`src/rtl/ff_pkg.sv`:
```
// -----------------------------------------------------------------------------
// ff_pkg
// Shared definitions for the GF(p) field arithmetic blocks, p = 2^255 - 19.
//   P          field modulus (256-bit, fully reduced operands are < P)
//   LIMB_W     limb width in bits
//   NLIMBS     limbs per operand
//   OP_W       operand width (LIMB_W * NLIMBS)
//   ff_state_e limb-serial sequencer states (IDLE, SUB0..SUB3, FIX)
//   addsub_mode_e  add/subtract select for the limb arithmetic unit
//   p_limb()   returns limb idx of P
// -----------------------------------------------------------------------------
package ff_pkg;

    localparam int LIMB_W = 64;
    localparam int NLIMBS = 4;
    localparam int OP_W   = LIMB_W * NLIMBS;

    localparam logic [OP_W-1:0] P =
        256'h7FFFFFFFFFFFFFFF_FFFFFFFFFFFFFFFF_FFFFFFFFFFFFFFFF_FFFFFFFFFFFFFFED;

    typedef enum logic [2:0] {
        IDLE = 3'd0,
        SUB0 = 3'd1,
        SUB1 = 3'd2,
        SUB2 = 3'd3,
        SUB3 = 3'd4,
        FIX  = 3'd5
    } ff_state_e;

    typedef enum logic {
        MODE_ADD = 1'b0,
        MODE_SUB = 1'b1
    } addsub_mode_e;

    function automatic logic [LIMB_W-1:0] p_limb(input logic [1:0] idx);
        return P[idx*LIMB_W +: LIMB_W];
    endfunction

endpackage

```
`src/rtl/limb_addsub64.sv`:
```
// -----------------------------------------------------------------------------
// limb_addsub64
// Combinational 64-bit limb adder/subtractor with carry/borrow chaining.
//   mode  MODE_ADD: res = x + y + cin,  cout = carry out
//         MODE_SUB: res = x - y - cin,  cout = borrow out
//   x, y  limb operands
//   cin   carry-in (add) or borrow-in (sub)
//   res   low LIMB_W bits of the result
//   cout  carry-out (add) or borrow-out (sub)
// -----------------------------------------------------------------------------
module limb_addsub64 import ff_pkg::*; (
    input  addsub_mode_e      mode,
    input  logic [LIMB_W-1:0] x,
    input  logic [LIMB_W-1:0] y,
    input  logic              cin,
    output logic [LIMB_W-1:0] res,
    output logic              cout
);

    // One extra bit: for add it holds the carry, for subtract a negative
    // result wraps so the extra bit reads as the borrow.
    logic [LIMB_W:0] wide;

    always_comb begin
        if (mode == MODE_SUB)
            wide = {1'b0, x} - {1'b0, y} - {{LIMB_W{1'b0}}, cin};
        else
            wide = {1'b0, x} + {1'b0, y} + {{LIMB_W{1'b0}}, cin};
    end

    assign res  = wide[LIMB_W-1:0];
    assign cout = wide[LIMB_W];

endmodule

```
`src/rtl/ffsub.sv`:
```
// -----------------------------------------------------------------------------
// ffsub
// Multi-cycle modular subtractor over GF(2^255 - 19): out = (a - b) mod p.
// Limbs are processed LSB-first. The subtract stage produces d[i] while the
// add stage, one limb behind, produces f[i-1] = d[i-1] + P[i-1], so the
// add-back of p overlaps the raw difference. FIX selects f when the overall
// subtraction borrowed, d otherwise.
//
// Ports
//   clk    clock, rising edge
//   rst    asynchronous, active-high reset
//   start  operation request, sampled only in IDLE
//   a, b   fully reduced operands (< p)
//   out    registered result, held until the next done
//   done   one-cycle completion pulse
//   busy   high while an operation is in flight (falls as done rises)
//
// Build option
//   FFSUB_INPUT_LATCH_EN  defined: a/b are registered at the accepting edge
//                         and may change afterwards.
//                         undefined: a/b are read limb by limb and must be
//                         held stable from start until done.
// -----------------------------------------------------------------------------
module ffsub import ff_pkg::*; (
    input  logic            clk,
    input  logic            rst,
    input  logic            start,
    input  logic [OP_W-1:0] a,
    input  logic [OP_W-1:0] b,
    output logic [OP_W-1:0] out,
    output logic            done,
    output logic            busy
);

    ff_state_e         state;
    logic [LIMB_W-1:0] d [NLIMBS];
    logic [LIMB_W-1:0] f [NLIMBS];
    logic              borrow;
    logic              carry;

    logic [OP_W-1:0]   a_src;
    logic [OP_W-1:0]   b_src;

`ifdef FFSUB_INPUT_LATCH_EN
    logic [OP_W-1:0]   a_r;
    logic [OP_W-1:0]   b_r;

    always_ff @(posedge clk or posedge rst) begin
        if (rst) begin
            a_r <= '0;
            b_r <= '0;
        end else if (state == IDLE && start) begin
            a_r <= a;
            b_r <= b;
        end
    end

    assign a_src = a_r;
    assign b_src = b_r;
`else
    assign a_src = a;
    assign b_src = b;
`endif

    // Limb indices: the subtract stage works on limb sub_idx, the add stage
    // trails it by one limb (and finishes limb 3 in FIX).
    logic [1:0] sub_idx;
    logic [1:0] add_idx;

    // NOTE: every always_comb output gets a default first so no path can
    // leave it unassigned and infer a latch.
    always_comb begin
        sub_idx = 2'd0;
        add_idx = 2'd0;
        case (state)
            SUB1: begin sub_idx = 2'd1; add_idx = 2'd0; end
            SUB2: begin sub_idx = 2'd2; add_idx = 2'd1; end
            SUB3: begin sub_idx = 2'd3; add_idx = 2'd2; end
            FIX:  begin sub_idx = 2'd0; add_idx = 2'd3; end
            default: ;
        endcase
    end

    logic [LIMB_W-1:0] diff;
    logic              diff_borrow;
    logic [LIMB_W-1:0] fsum;
    logic              fsum_carry;

    limb_addsub64 u_sub (
        .mode (MODE_SUB),
        .x    (a_src[sub_idx*LIMB_W +: LIMB_W]),
        .y    (b_src[sub_idx*LIMB_W +: LIMB_W]),
        .cin  (borrow),
        .res  (diff),
        .cout (diff_borrow)
    );

    limb_addsub64 u_add (
        .mode (MODE_ADD),
        .x    (d[add_idx]),
        .y    (p_limb(add_idx)),
        .cin  (carry),
        .res  (fsum),
        .cout (fsum_carry)
    );

    // NOTE: sequential state uses non-blocking assignments so every register
    // samples pre-edge values regardless of statement order.
    always_ff @(posedge clk or posedge rst) begin
        if (rst) begin
            state  <= IDLE;
            borrow <= 1'b0;
            carry  <= 1'b0;
            out    <= '0;
            done   <= 1'b0;
            busy   <= 1'b0;
            // NOTE: the limb arrays are small register banks, not RAM, and a
            // mid-operation reset must leave no stale partial result, so they
            // are cleared with everything else.
            for (int i = 0; i < NLIMBS; i++) begin
                d[i] <= '0;
                f[i] <= '0;
            end
        end else begin
            done <= 1'b0;
            case (state)
                IDLE: begin
                    if (start) begin
                        state  <= SUB0;
                        borrow <= 1'b0;
                        carry  <= 1'b0;
                        busy   <= 1'b1;
                    end
                end
                SUB0: begin
                    d[sub_idx] <= diff;
                    borrow     <= diff_borrow;
                    state      <= SUB1;
                end
                SUB1, SUB2, SUB3: begin
                    d[sub_idx] <= diff;
                    borrow     <= diff_borrow;
                    f[add_idx] <= fsum;
                    carry      <= fsum_carry;
                    state      <= ff_state_e'(state + 3'd1);
                end
                FIX: begin
                    // Carry out of the top limb is discarded: a - b + p < p
                    // whenever the subtraction borrowed.
                    f[add_idx] <= fsum;
                    out        <= borrow ? {fsum, f[2], f[1], f[0]}
                                         : {d[3], d[2], d[1], d[0]};
                    done       <= 1'b1;
                    busy       <= 1'b0;
                    state      <= IDLE;
                end
                default: state <= IDLE;
            endcase
        end
    end

endmodule

```
`config.mk`:
```
export PLATFORM = sky130hd
export DESIGN_NAME = ffsub
export DESIGN_NICKNAME = d
export VERILOG_FILES = /design/src/rtl/ff_pkg.sv /design/src/rtl/limb_addsub64.sv /design/src/rtl/ffsub.sv
export SDC_FILE = /design/constraint.sdc
export NUM_CORES = 2
export LEC_CHECK = 0
export ABC_AREA = 1
export CAP_MARGIN = 20
export CORE_ASPECT_RATIO = 1.4
export CORE_MARGIN = 4
export CORE_UTILIZATION = 45
export DETAILED_ROUTE_END_ITERATION = 10
export HOLD_SLACK_MARGIN = 0.06
export PLACE_DENSITY = 0.71
export SETUP_SLACK_MARGIN = 0.05
export SLEW_MARGIN = 0
export SYNTH_ARGS = -nofsm -noshare
export SYNTH_HDL_FRONTEND = slang
export SYNTH_SLANG_ARGS = --single-unit
```
`constraint.sdc`:
```
create_clock -name clk -period 73.7 [get_ports clk]
set_input_delay 22.11 -clock clk [delete_from_list [all_inputs] [get_ports clk]]
set_output_delay 22.11 -clock clk [all_outputs]
set_load 0.05 [all_outputs]
```
==> impl.org <==
** Outcome
- The run finished with clean final reports.

** Clock tree
- Number of buffers inserted to repair setup after CTS :: 0
- After clock tree synthesis, the clock-pin slew on the worst setup and hold paths is 0.07 ns.
- Root buffer cell :: clkbuf_16
- Post-CTS Resized :: 0
- Clk Latency, worst-skew pair :: 0.64 ns
- The longest clock path from root to sink contains 3 buffers.
- In this run, post-CTS hold repair placed 0 buffers.
- Clock tree from TritonCTS :: built
- Number of buffers created by CTS :: 60
- Number of clock sinks :: a little over 700
- CTS HTree Levels :: 2

** Min path
- Hold Path End :: out[218]
- Kind of path behind the tightest hold check :: flop to flop
- Count of cells along the worst hold path :: 2
- The startpoint identified for the worst hold timing path is out[218].

** Yosys
- Synth top area cells :: dfrtp_1, nand2_1, a21oi_1
- Post-synthesis area per instance :: 7.28 um^2
- Number of different library cells in the post-synthesis netlist :: 50
- Post-synth top flop :: dfrtp_1
- Area share of the leading cell type in the synthesized netlist :: a little over two fifths
- Cell type with the largest total area after synthesis :: dfrtp_1
- The cell count after synthesis came out at around 5.6k.
- Summing every instance area after synthesis gives between 40,000 and 50,000 um^2.
- During synthesis, Yosys emitted a total of 0 warnings.
- In this run, synthesis inferred 0 flip-flops with an integrated enable.
- Sequential fraction of the synthesis area :: between 40% and 50%
- Counting every net in the synthesized netlist gives 6,236.
- The synthesized design contains about 710 register bits.
- After synthesis, the share of flip-flops with an asynchronous set or reset is 100%.

** Drt
- Post-DR wirelength/cell :: 25.9 um
- Post-route antenna net violation count :: 0
- Dividing the detail-routed via count by the number of cells gives ~5.8.
- The final route contains 42.9k vias.
- The first routing iteration left ~4.6k violations.
- The first TritonRoute pass finished after 7 iterations.
- Total Wirelength :: between 150,000 and 200,000 um
- Remaining routing DRC violations :: 0

** Die
- Die Y-Extent :: roughly 360 um
- The die covers 95,300 um^2.
- Count of boundary I/O pins :: roughly 770
- Horiz. Die Dim :: approximately 260 um
- Number of placement rows :: 130
- The total area inside the core boundary comes to roughly 90,000 um^2.
- Initial standard-cell utilization of the core :: between 40 and 50%

** Worst setup path
- Critical Path, Cell by Cell :: clkdlybuf4s50_1, o22ai_1, nor2_1, o21ai_0, ha_1, inv_1, ha_1, a21oi_1, o21ai_0, inv_1, nor2_1, nor2_1, nand2_1, a21oi_1, o21ai_0, xnor2_1, o21ai_0
- By startpoint and endpoint, the worst setup path is classified as input pin to flop.
- The slowest stage of the critical path is the xnor2_1 cell.
- STA puts the critical path data required time at about 74 ns.
- CP Max Fanout :: 4
- Worst-case reg-to-reg path depth :: 22
- The worst register-to-register path begins at state[0].
- Most prevalent standard cell on the critical path :: o21ai_0
- Reg-to-reg slack, setup :: around 67 ns
- Arrival time at the worst endpoint :: about 27 ns
- Delay of the slowest cell on the worst path :: roughly 0.85 ns
- FF-to-FF End :: d[85]
- Critical path capture point type :: flop
- Kind of launch point of the worst setup path :: input pin

** GRT
- Global routing used under 10% of the available met3 tracks.
- The via count of the first global-routing pass is 42.0k.
- Busiest metal layer after global routing :: met2
- For this run the aggregate overflow at the end of global routing stands at 0.
- Global routing consumed, on the met1 layer, a little under half of the routing resources.
- Maximum number of pins on one net before global-route repair :: 180
- The number of antenna violations at the first check in global routing came to 39.
- GRT Total Usage :: around 39%
- The first global-routing pass estimated around 280,000 um of wire.
- Routing usage on met2 :: between 60 and 70%

** Timing
- Max Clock Skew :: roughly 0.017 ns
- Worst-margin pin slew :: around 1.2 ns
- The hold violation total from the final report came to 0.
- F_max :: 0.0384 GHz
- The number of max-slew violations in the final report is 0.
- Clock period minus worst slack :: between 20 and 30 ns
- Max-Slew Margin vs Limit :: 22.5%
- Of the available clock period, the critical path in the final layout requires 35.4%.
- Hold timing on the final database bottoms out at a slack of roughly 0.48 ns.
- Post-Route Setup TNS :: 0 ns
- Final count of negative-setup-slack endpoints :: 0
- Unrepaired setup endpoints after global routing :: false

** Final layout
- Nets :: around 7k
- Final cell count without fillers :: 7,449
- Utilization after layout :: around 57%
- In the final layout, the share of cells above drive strength 1 is under 10%.
- The area growth from synthesis to layout is 26.3%.

** Placed design
- Routability-driven placement finished with a final weighted congestion of 1.07.
- Port Buf Inserts :: roughly 770
- Summed over all nets, the half-perimeter wirelength after detailed placement is around 150,000 um.
- The number of placed instances, taps included, is between 7k and 8k.

** Run
- Max-capacitance violation count :: 0
## layout by cell type, fill, tap and decap left out, types with 5 or more instances in the layout
master | synthesis | routed
a21o_1 | 8 | 8
a21oi_1 | 539 | 539
a221oi_1 | 24 | 24
a22o_1 | 23 | 23
a22oi_1 | 52 | 52
a31oi_1 | 48 | 48
buf_4 | 6 | 47
bufinv_16 | 0 | 5
clkbuf_1 | 246 | 16
clkbuf_16 | 0 | 62
clkbuf_8 | 0 | 15
clkdlybuf4s50_1 | 0 | 772
clkinv_2 | 0 | 9
dfrtp_1 | 711 | 710
diode_2 | 0 | 33
ha_1 | 134 | 134
inv_1 | 410 | 405
inv_2 | 14 | 13
nand2_1 | 1665 | 1663
nand3_1 | 310 | 310
nand3b_1 | 27 | 27
nand4_1 | 14 | 14
nor2_1 | 607 | 603
nor2_2 | 17 | 16
nor2_4 | 3 | 8
nor3_1 | 13 | 13
nor4_1 | 5 | 5
o211ai_1 | 57 | 57
o21ai_0 | 341 | 341
o21ai_1 | 99 | 99
o21bai_1 | 7 | 7
o22ai_1 | 66 | 66
or2_0 | 5 | 5
or2_1 | 5 | 5
or2_2 | 7 | 7
xnor2_1 | 31 | 31
xor2_1 | 23 | 23
## Yosys cell counts (8+ instances only)
cell type	n
nor2_1	607
nand4_1	14
nand3b_1	27
a22o_1	23
nand3_1	310
o21ai_0	341
inv_2	14
buf_2	13
xor2_1	23
o211ai_1	57
clkbuf_1	246
nor2_2	17
buf_6	8
buf_1	17
nand2_1	1665
o22ai_1	66
dfrtp_1	711
nor3_1	13
a31oi_1	48
xnor2_1	31
a21oi_1	539
o21ai_1	99
ha_1	134
a21o_1	8
inv_1	410
a221oi_1	24
a22oi_1	52
## flip-flops by register name, summed over array words and instances (netlist names)
name    cells
state       3
f         192
busy        1
done        1
out       256
d         256
carry       1
borrow      1
## cell type report
| cell class | instances | area (um^2) |
|---|---|---|
| fill | 8606 | 38300 |
| multi-input combinational | 4158 | 20100 |
| sequential | 711 | 17800 |
| timing repair buffer | 822 | 8150 |
| clock buffer | 93 | 1820 |
| inverter | 425 | 1620 |
| tap | 1188 | 1490 |
| clock inverter | 19 | 243 |
| antenna | 33 | 82.6 |
## critical path: cells and delay by family
kind	cells	cell delay [ns]
AOI/OAI and AO/OA	7	1.92
adders and majority gates	2	0.67
and+or+nand+nor	4	0.38
buffers and inverters	3	0.61
xor gates and xnor gates	1	0.85
## logic make-up after synthesis
logic type	share of synthesized area, %
xor+xnor	1.16
buf+inv	6.84
fa+ha+maj	4.27
flops	43.8
simple gates	26.7
compound gates	17.3
## how the worst max path moves through the flow
| stage | start | end | depth (start not counted) |
|---|---|---|---|
| 2_1_floorplan | rst | borrow | 1 |
| 3_3_place_gp | a[68] | d[21] | 17 |
| 3_5_place_dp | a[68] | d[85] | 17 |
| 4_1_cts | a[4] | d[85] | 17 |
| 5_1_grt | a[68] | d[21] | 17 |
| 6_report | a[4] | d[85] | 17 |
## layer usage
metal | vias to the layer above | wire length, um
li1 | 19600 | -
met1 | 20400 | 67800
met2 | 2311 | 91600
met3 | 573 | 15000
met4 | 6 | 18400
met5 | - | 46
## through the flow
| step | cell area, um^2 | setup WS (ns) |
|---|---|---|
| 4_1_cts | 51200 | 47.89 |
| 6_report | 51300 | 47.63 |
| 3_5_place_dp | 49200 | 47.24 |
| 2_1_floorplan | 40700 | 31.65 |
| 5_1_grt | 51300 | 47.49 |
| 3_3_place_gp | 49200 | 47.22 |
Power is left out: the tool's default activity adds up to more than one toggle a clock period on the data nets, which glitch-free logic cannot reach.
